### src/rtl/enet_tx_arbiter_if.sv
// Bundle between packet sources / DM9000A driver and the transmit arbiter.
// The master side is the sources plus driver; the slave side is the arbiter.
interface enet_tx_arbiter_if #(
    parameter int NUM_REQ   = 4,
    parameter int MAX_WORDS = 68
);
    logic [NUM_REQ-1:0]             req;
    logic [NUM_REQ-1:0][15:0]       req_len;
    logic [NUM_REQ-1:0]             wr_valid;
    logic [NUM_REQ-1:0][15:0]       wr_data;
    logic [NUM_REQ-1:0]             gnt;
    logic [NUM_REQ-1:0]             done;
    logic [NUM_REQ-1:0]             err;
    logic [MAX_WORDS-1:0][15:0]     packet;
    logic [15:0]                    packet_length;
    logic                           clear_to_send;
    logic                           tx_ack;
    logic                           tx_done;
    logic                           busy;

    modport master (
        output req, req_len, wr_valid, wr_data, tx_ack, tx_done,
        input  gnt, done, err, packet, packet_length, clear_to_send, busy
    );

    modport slave (
        input  req, req_len, wr_valid, wr_data, tx_ack, tx_done,
        output gnt, done, err, packet, packet_length, clear_to_send, busy
    );
endinterface

### src/rtl/enet_tx_arbiter.sv
// Round-robin scheduler sharing the DM9000A transmit path: grant, stage words
// into the packet buffer, hand it to the driver, wait for completion or timeout.
module enet_tx_arbiter #(
    parameter int NUM_REQ        = 4,
    parameter int MAX_WORDS      = 68,
    parameter int TIMEOUT_CYCLES = 2000000
) (
    input  logic             clk100,
    input  logic             rst_n,
    enet_tx_arbiter_if.slave bus
);
    localparam int IW  = (NUM_REQ > 1) ? $clog2(NUM_REQ) : 1;
    localparam int WPW = $clog2(MAX_WORDS);
    localparam int TW  = $clog2(TIMEOUT_CYCLES + 1);

    typedef enum logic [1:0] {IDLE, FILL, SEND, WAIT_DONE} state_t;

    state_t                     state_q, state_d;
    logic [IW-1:0]              rr_q, rr_d;
    logic [IW-1:0]              idx_q, idx_d;
    logic [15:0]                len_q, len_d;
    logic [WPW-1:0]             wp_q, wp_d;
    logic [TW-1:0]              tmo_q, tmo_d;
    logic [NUM_REQ-1:0]         gnt_q, gnt_d;
    logic [NUM_REQ-1:0]         done_q, done_d;
    logic [NUM_REQ-1:0]         err_q, err_d;
    logic                       cts_q, cts_d;
    logic                       busy_q, busy_d;
    logic [15:0]                plen_q, plen_d;
    logic [MAX_WORDS-1:0][15:0] packet_q, packet_d;

    logic          found;
    logic [IW-1:0] sel;
    logic [IW-1:0] cand;

    function automatic logic [IW-1:0] rr_after(input logic [IW-1:0] i);
        rr_after = (int'(i) == NUM_REQ - 1) ? '0 : IW'(int'(i) + 1);
    endfunction

    always_comb begin
        state_d  = state_q;
        rr_d     = rr_q;
        idx_d    = idx_q;
        len_d    = len_q;
        wp_d     = wp_q;
        tmo_d    = tmo_q;
        gnt_d    = gnt_q;
        done_d   = '0;
        err_d    = '0;
        cts_d    = cts_q;
        plen_d   = plen_q;
        packet_d = packet_q;
        found    = 1'b0;
        sel      = '0;
        cand     = '0;

        // First requesting source at or after the round-robin pointer.
        for (int k = 0; k < NUM_REQ; k++) begin
            cand = IW'((int'(rr_q) + k) % NUM_REQ);
            if (!found && bus.req[cand]) begin
                found = 1'b1;
                sel   = cand;
            end
        end

        case (state_q)
            IDLE: begin
                if (found) begin
                    idx_d = sel;
                    len_d = bus.req_len[sel];
                    if (bus.req_len[sel] == 16'd0 || bus.req_len[sel] > 16'(MAX_WORDS)) begin
                        err_d[sel] = 1'b1;
                        rr_d       = rr_after(sel);
                    end else begin
                        gnt_d      = '0;
                        gnt_d[sel] = 1'b1;
                        wp_d       = '0;
                        state_d    = FILL;
                    end
                end
            end
            FILL: begin
                // A dropped request wins over a word strobed in the same cycle.
                if (!bus.req[idx_q]) begin
                    gnt_d        = '0;
                    err_d[idx_q] = 1'b1;
                    rr_d         = rr_after(idx_q);
                    state_d      = IDLE;
                end else if (bus.wr_valid[idx_q]) begin
                    packet_d[wp_q] = bus.wr_data[idx_q];
                    if (16'(wp_q) + 16'd1 == len_q) begin
                        plen_d  = len_q;
                        cts_d   = 1'b1;
                        tmo_d   = '0;
                        state_d = SEND;
                    end else begin
                        wp_d = wp_q + WPW'(1);
                    end
                end
            end
            SEND, WAIT_DONE: begin
                if (bus.tx_done) begin
                    done_d[idx_q] = 1'b1;
                    gnt_d         = '0;
                    cts_d         = 1'b0;
                    rr_d          = rr_after(idx_q);
                    state_d       = IDLE;
                end else if (tmo_q == TW'(TIMEOUT_CYCLES - 1)) begin
                    err_d[idx_q] = 1'b1;
                    gnt_d        = '0;
                    cts_d        = 1'b0;
                    rr_d         = rr_after(idx_q);
                    state_d      = IDLE;
                end else begin
                    tmo_d = tmo_q + TW'(1);
                    if (state_q == SEND && bus.tx_ack) begin
                        cts_d   = 1'b0;
                        state_d = WAIT_DONE;
                    end
                end
            end
            default: state_d = IDLE;
        endcase

        busy_d = (state_d != IDLE);
    end

    always_ff @(posedge clk100 or negedge rst_n) begin
        if (!rst_n) begin
            state_q  <= IDLE;
            rr_q     <= '0;
            idx_q    <= '0;
            len_q    <= '0;
            wp_q     <= '0;
            tmo_q    <= '0;
            gnt_q    <= '0;
            done_q   <= '0;
            err_q    <= '0;
            cts_q    <= 1'b0;
            busy_q   <= 1'b0;
            plen_q   <= '0;
            packet_q <= '0;
        end else begin
            state_q  <= state_d;
            rr_q     <= rr_d;
            idx_q    <= idx_d;
            len_q    <= len_d;
            wp_q     <= wp_d;
            tmo_q    <= tmo_d;
            gnt_q    <= gnt_d;
            done_q   <= done_d;
            err_q    <= err_d;
            cts_q    <= cts_d;
            busy_q   <= busy_d;
            plen_q   <= plen_d;
            packet_q <= packet_d;
        end
    end

    assign bus.gnt           = gnt_q;
    assign bus.done          = done_q;
    assign bus.err           = err_q;
    assign bus.clear_to_send = cts_q;
    assign bus.busy          = busy_q;
    assign bus.packet_length = plen_q;
    assign bus.packet        = packet_q;
endmodule

### src/flat_wrapper.sv
// flat-port wrapper written by rule: the top's interface ports become plain ports
module enet_tx_arbiter_flat 
#(
    parameter int NUM_REQ        = 4,
    parameter int MAX_WORDS      = 68,
    parameter int TIMEOUT_CYCLES = 2000000
)
  (clk100, rst_n, bus_req, bus_req_len, bus_wr_valid, bus_wr_data, bus_tx_ack, bus_tx_done, bus_gnt, bus_done, bus_err, bus_packet, bus_packet_length, bus_clear_to_send, bus_busy);
  enet_tx_arbiter_if #(.NUM_REQ(NUM_REQ), .MAX_WORDS(MAX_WORDS)) bus_i ();
  input  logic clk100;
  input  logic rst_n;
  input wire logic [$bits(bus_i.req)-1:0] bus_req;
  input wire logic [$bits(bus_i.req_len)-1:0] bus_req_len;
  input wire logic [$bits(bus_i.wr_valid)-1:0] bus_wr_valid;
  input wire logic [$bits(bus_i.wr_data)-1:0] bus_wr_data;
  input wire logic [$bits(bus_i.tx_ack)-1:0] bus_tx_ack;
  input wire logic [$bits(bus_i.tx_done)-1:0] bus_tx_done;
  output wire logic [$bits(bus_i.gnt)-1:0] bus_gnt;
  output wire logic [$bits(bus_i.done)-1:0] bus_done;
  output wire logic [$bits(bus_i.err)-1:0] bus_err;
  output wire logic [$bits(bus_i.packet)-1:0] bus_packet;
  output wire logic [$bits(bus_i.packet_length)-1:0] bus_packet_length;
  output wire logic [$bits(bus_i.clear_to_send)-1:0] bus_clear_to_send;
  output wire logic [$bits(bus_i.busy)-1:0] bus_busy;
  assign bus_i.req = bus_req;
  assign bus_i.req_len = bus_req_len;
  assign bus_i.wr_valid = bus_wr_valid;
  assign bus_i.wr_data = bus_wr_data;
  assign bus_i.tx_ack = bus_tx_ack;
  assign bus_i.tx_done = bus_tx_done;
  assign bus_gnt = bus_i.gnt;
  assign bus_done = bus_i.done;
  assign bus_err = bus_i.err;
  assign bus_packet = bus_i.packet;
  assign bus_packet_length = bus_i.packet_length;
  assign bus_clear_to_send = bus_i.clear_to_send;
  assign bus_busy = bus_i.busy;
  enet_tx_arbiter #(.NUM_REQ(NUM_REQ), .MAX_WORDS(MAX_WORDS), .TIMEOUT_CYCLES(TIMEOUT_CYCLES)) u_core (.clk100(clk100), .rst_n(rst_n), .bus(bus_i));
endmodule
### config.mk
export PLATFORM = sky130hd
export DESIGN_NAME = enet_tx_arbiter_flat
export DESIGN_NICKNAME = d
export VERILOG_FILES = /design/src/rtl/enet_tx_arbiter_if.sv /design/src/rtl/enet_tx_arbiter.sv /design/src/flat_wrapper.sv
export SDC_FILE = /design/constraint.sdc
export NUM_CORES = 2
export LEC_CHECK = 0
export ABC_AREA = 1
export CAP_MARGIN = 20
export CORE_AREA = 2 2 494 496
export CTS_BUF_LIST = sky130_fd_sc_hd__clkbuf_8
export CTS_CLUSTER_DIAMETER = 60
export CTS_CLUSTER_SIZE = 30
export DETAILED_ROUTE_END_ITERATION = 7
export DIE_AREA = 0 0 496 498
export HOLD_SLACK_MARGIN = 0.1
export MAX_ROUTING_LAYER = met4
export RECOVER_POWER = 50
export SYNTH_ARGS = -nofsm -noshare
export SYNTH_HDL_FRONTEND = slang
export SYNTH_SLANG_ARGS = --single-unit
### constraint.sdc
create_clock -name clk100 -period 5 [get_ports clk100]
set_clock_uncertainty 0.1 [all_clocks]
set_input_delay 0.75 -clock clk100 [delete_from_list [all_inputs] [get_ports clk100]]
set_output_delay 0.75 -clock clk100 [all_outputs]
set_load 0.005 [all_outputs]
-- After elaboration in Yosys (flattened, before gate mapping)
Index checks and enable logic that the tools add are counted.
Widths: inputs -> output; s select.
- bits in registers: 1168
- ROM bits: 0
- logic and storage cells: 224
- bits in latches: 0
- memory bits (writable): 0
- memories: 0
- bits of input ports: 140
- divide/modulo/power cells: 0
- add/sub/neg operators: 8
- equal/unequal tests: 19
- order comparisons: 11
- $mul: 0
- bitwise gates (word level): 0
- shift operators: 0
- reduce and logical (&&, ||, !) cells: 25
- mux-type cells: 81
- operators by type and width (operator ; count):
    $bwmux 1088 ; 1
    $demux 16 s7 ; 1
    $mux 21 ; 5
    $bmux 16 s2 ; 2
    $mux 16 ; 3
    $mux 4 ; 12
    $pmux 21 s2 ; 1
    $mux 2 ; 19
    $mux 7 ; 5
    $pmux 4 s3 ; 2
    $add 21x1->21 const B ; 1
    $eq 21x21->1 const B ; 1
    $lt 2x3->1 const B ; 6
    $mux 1 ; 18
    $eq 16x16->1 ; 1
    $gt 16x7->1 const B ; 1
    $logic_not 16->1 ; 1
    $pmux 7 s2 ; 1
    $bmux 1 s2 ; 6
    $pmux 2 s3 ; 2
    $reduce_and 4->1 ; 3
    $reduce_and 6->1 ; 2
    $ne 2x1->1 const B ; 5
    $ne 2x2->1 const B ; 5
    other kinds (22) ; 40

-- Logic depth before layout (Yosys ltp)
- word-level depth: 20
- depth in mapped cells: 23

-- Worst setup path after synthesis
Ideal clock, no wire load.
- path type: input -> register
- from: in bus_req[1]
- to: reg u_core.wp_q[3]
- setup slack: 2.202 ns
- buffers on the path: 2
- stages on the path: 20
- arrival time: 2.581 ns
- data required time: 4.783 ns
- path through: inv_1 -> nand2_1 -> nand3_1 -> nand2_2 -> nor2_4 -> nand3_4 -> nand3_2 -> buf_8 -> buf_12 -> nand2_1 -> nand3_1 -> nand2_1 -> nor2_2 -> nand3_2 -> nor2_4 -> nand3_4 -> nand2_4 -> nand2_4 -> nand2_1 -> nand2_1
- longest elaborated chain between the ends: 18
- RTL lines (what ; RTL line ; RTL):
    start, declared ; flat_wrapper.sv:12 ; input wire logic [$bits(bus_i.req)-1:0] bus_req;
    $bmux 1 s2 ; enet_tx_arbiter.sv:60 ; if (!found && bus.req[cand]) begin
    $mux 1 (implied by the code) ; enet_tx_arbiter.sv:60 ;
    $mux 1 ; enet_tx_arbiter.sv:60 ;
    $logic_not 1->1 ; enet_tx_arbiter.sv:60 ;
    $logic_and 1x1->1 ; enet_tx_arbiter.sv:60 ;
    $mux 1 ; enet_tx_arbiter.sv:60 ;
    $logic_not 1->1 ; enet_tx_arbiter.sv:60 ;
    $logic_and 1x1->1 ; enet_tx_arbiter.sv:60 ;
    [... 2 more ...] ; n/a ;
    $logic_and 1x1->1 ; enet_tx_arbiter.sv:60 ;
    $mux 2 ; enet_tx_arbiter.sv:60 ;
    $bmux 16 s2 ; enet_tx_arbiter.sv:71 ; if (bus.req_len[sel] == 16'd0 || bus.req_len[sel] > 16'(MAX_WORDS)) begin
    $mux 16 (implied by the code) ; enet_tx_arbiter.sv:71 ;
    $gt 16x7->1 / $logic_not 16->1 (equally long branches) ; enet_tx_arbiter.sv:71 ;
    $logic_or 1x1->1 ; enet_tx_arbiter.sv:71 ;
    $ne 2x2->1 (no source line) ; n/a ;
    $reduce_and 6->1 (no source line) (*) ; n/a ;
    end signal, assigned ; enet_tx_arbiter.sv:148 ; wp_q <= wp_d;
    end, declared ; enet_tx_arbiter.sv:22 ; logic [WPW-1:0] wp_q, wp_d;
Mark *: on every way between the ends. The rest lies on a longest branch, timed or not. The select of a mux whose other input is x is not followed.
A chain may end at the register's enable or synchronous reset.

==> flow_summary.yaml <==
drt:
  drt_drc_violations_left: 0
  vias_per_cell: 4.18
  met2_wirelength_um: 97900
  avgRoutedWirePerCell_um: 22.5
  met3_wl_um: 16700
  dr.max_layer_used: "met4"
  finalWirelength_um: 201000
  detail_route.iter0.violations: 3307
  drt_pre_antenna_iters: 6
  vias_after_detailed_routing: 37300
  drt.antenna.violating_nets: 0
  met1Wirelength_um: 79100
grt:
  pin_count_of_the_biggest_net_entering_global_routing: 147
  gr-total-overflow: 0
  grt_pass1_vias: 36200
  grt_antenna_before_repair: 34
  grt_pass1_wl_um: 278000
  global_route.usage.total_pct: 16.1
sta:
  min_period_ns: 4.33
  sum_of_negative_setup_slack_ns: 0
  fin_crit_sh_pct: 86.5
  slew_headroom_pct: -53.3
  final_hold_viol_count: 0
  max_freq_mhz: 231
  slew_violations: 665
  final-setup-viol-count: 0
  worst-slew-pin-transition_ns: 2.30
  rsz0062_at_grt: "false"
hold_path:
  whs_path_depth: 2
  timing.hold.worst.class: "flip-flop to flip-flop"
  hp-start: "u_core.bus.packet[224]"
  hold_path_end: "u_core.bus.packet[224]"
power_and_ir_drop:
  share_clk_of_total_power_pct: 27.4
  sequentialPowerShare_pct: 41.7
  power.density_nw_per_um2: 374
  vdd_drop_max_mv: 0.386
  power.share.switching_pct: 43.1
  power_leakage_nw: 28.8
  cellInternalPower_mw: 13.4
  p_switching_mw: 10.2
  comb_power_share_pct: 30.9
cts:
  tritoncts_num_sinks: 1168
  tritoncts: "built"
  clkSlewWorstSetupHoldPaths_ns: 0.11
  cts.root.buffer_cell: "clkbuf_8"
  cts_buffers: 93
  cts_htree_levels: 3
  clock_path_buffers: 3
  worst_skew_pair.late_latency_ns: 0.89
  cts_resized: 0
outcome:
  violations: "capacitance limit, slew limit"
  status: "finished with violations"
setup_path:
  regToRegEndpoint: "u_core.tmo_q[3]"
  regToRegStartpoint: "u_core.idx_q[0]"
  setup_cp_type: "input port to async pin"
  worstSetupStartpointType: "input port"
  cp.arrival_ns: 4.87
  setup_slack_on_the_worst_flop_to_flop_path_ns: 0.84
  reg2reg_depth: 13
  cp_data_required_time_ns: 5.54
  timing.critical_path.to_type: "async pin"
  crit_path_max_fanout: 146
final_layout:
  design.final.nets: 5766
  syn2layout_area_growth_pct: 43.6
  share_of_cells_above_drive_strength_1_pct: 6.55
  layout.cell_area.non_filler_um2: 63200
  nFillCells: 25500
  post_layout_cell_count: 8926
floorplan:
  fp-row-count: 181
  placeableCoreArea_um2: 242000
  io_pins: 1258
  chipHeight_um: 498
  initial_utilization_pct: 18.2
  fp.dieArea_um2: 247000
  die_x_um: 496
placement:
  dp_hpwl_um: 143000
  port_buffers: 1257
  place.detailed.instances: 8721
  finalWeightedCongestion: 0.883
  detailed_place.area_um2: 60800
synthesis:
  dominantRegCellSynth: "dfrtp_1"
  synth-async-reset-ratio_pct: 100
  post_synth_inst_count: 4483
  yosys.cell_types.count: 41
  synth_area_um2: 44000
  mappedNetlistNets: 4633
  yosysWarningCount: 0
  sequential_area_share_after_synthesis_pct: 66.5
  edff_count_synth: 0
  syn-mean-instance-area_um2: 9.81
  ys_seq_elements: 1168
job:
  cap_violations: 8
## power by group through the flow
stage	sequential (mW)	clock [mW]	combinational, mW
finish	9.84	6.48	7.31
global route	9.85	7.00	7.70
CTS	9.84	6.66	7.47
detailed placement	10.0	0	7.45
global placement	10.0	0	7.46
floorplan	9.90	0	3.13
## kinds of logic (layout without fill, tap and decap cells)
| logic type | Yosys count | in the layout | synth area share, % |
|---|---|---|---|
| simple gates | 1638 | 1638 | 14.9 |
| compound gates | 1181 | 1181 | 13.7 |
| flops | 1168 | 1168 | 66.5 |
| mux | 8 | 8 | 0.182 |
| buf+inv | 460 | 1674 | 4.08 |
| other cells | 0 | 27 | 0 |
| fa+ha+maj | 10 | 10 | 0.284 |
| xor+xnor | 18 | 18 | 0.358 |
## worst max-delay path, stage by stage
cell and delay, ns:
dlygate4sd3_1 0.53, clkbuf_2 1.59, clkbuf_4 1.74
## cells in the mapped netlist, types with 3 or more instances
cell	count	area share [%]
o31ai_1	8	0.14
nand4_1	39	0.55
nand2_2	6	0.085
nor2_1	66	0.56
nand2_4	4	0.10
xnor2_1	4	0.080
buf_4	6	0.10
a32o_1	16	0.36
ha_1	10	0.28
nand2_1	1397	12
a31oi_1	8	0.11
nor2_2	5	0.071
inv_2	9	0.077
nand3_2	3	0.068
nor4_1	7	0.10
clkbuf_1	337	2.9
inv_1	92	0.79
xor2_1	14	0.28
a21oi_1	27	0.31
nor3_1	21	0.24
dfrtp_1	1168	66
nand3_1	79	0.90
buf_2	8	0.091
mux2i_1	8	0.18
nor4_2	4	0.11
o21ai_1	15	0.17
o21ai_0	1102	13
## layout make-up
class	count	area [µm²]	share of cell area, %
multi-input cells	2855	13200	21.0
clock buffers	96	1320	2.09
diodes	27	67.6	0.107
inverters	104	393	0.622
repair buffers	1394	13800	21.9
well taps	3202	4010	6.34
flip-flops and latches	1168	29200	46.3
clock inverters	80	1080	1.71
## routing by layer
layer  global-route usage, %  up-vias
met5                       -        -
met4                    5.92        0
met3                    4.37      271
met2                    26.8     1686
met1                    18.5    18400
li1                        -    17000
## worst max-delay path by stage
stage / end / startpoint / slack, ns
final: u_core.bus.packet[197] / rst_n / 0.67
after global routing: u_core.bus.packet[1075] / rst_n / 0.24
after CTS: u_core.tmo_q[3] / u_core.idx_q[0] / 0.79
after detailed placement: u_core.tmo_q[3] / bus_req[0] / 0.42
after global placement: u_core.tmo_q[3] / bus_req[3] / 0.48
after floorplan: u_core.wp_q[3] / bus_req[1] / 2.20
## metrics by stage
stage | setup WS (ns) | total power, mW | util, % | hold slack [ns]
CTS | 0.793 | 24.0 | 26.1 | 0.226
finish | 0.673 | 23.6 | 26.1 | 0.384
floorplan | 2.20 | 13.0 | - | 0.353
global placement | 0.479 | 17.5 | 25.1 | 0.365
global route | 0.237 | 24.6 | 26.1 | 0.406
detailed placement | 0.421 | 17.5 | 25.1 | 0.372
## cell usage in the layout (no fill, tap or decap), drive strengths merged, types with 39 or more instances in the layout
cell type,Yosys,routed
inv,102,143
nand3,84,84
clkbuf,337,118
dfrtp,1168,1168
o21ai,1117,1117
clkdlybuf4s50,0,702
nor2,73,73
buf,19,115
dlygate4sd3,0,555
nand4,39,39
nand2,1407,1407
## sequential cells by signal, indices dropped and copies added (netlist names)
name                      flops
u_core.bus.packet          1088
u_core.tmo_q                 21
u_core.bus.packet_length     16
u_core.len_q                 16
u_core.wp_q                   7
u_core.bus.done               4
u_core.bus.err                4
u_core.bus.gnt                4
u_core.idx_q                  2
u_core.rr_q                   2
u_core.state_q                2
u_core.bus.busy               1
u_core.bus.clear_to_send      1
## repair_timing
item                      4_1_cts  5_1_grt
hold endpoints to repair       32        0
setup buffers                   0        0
hold buffers                    1        0
Note: power is estimated with default switching activity, not from simulation.
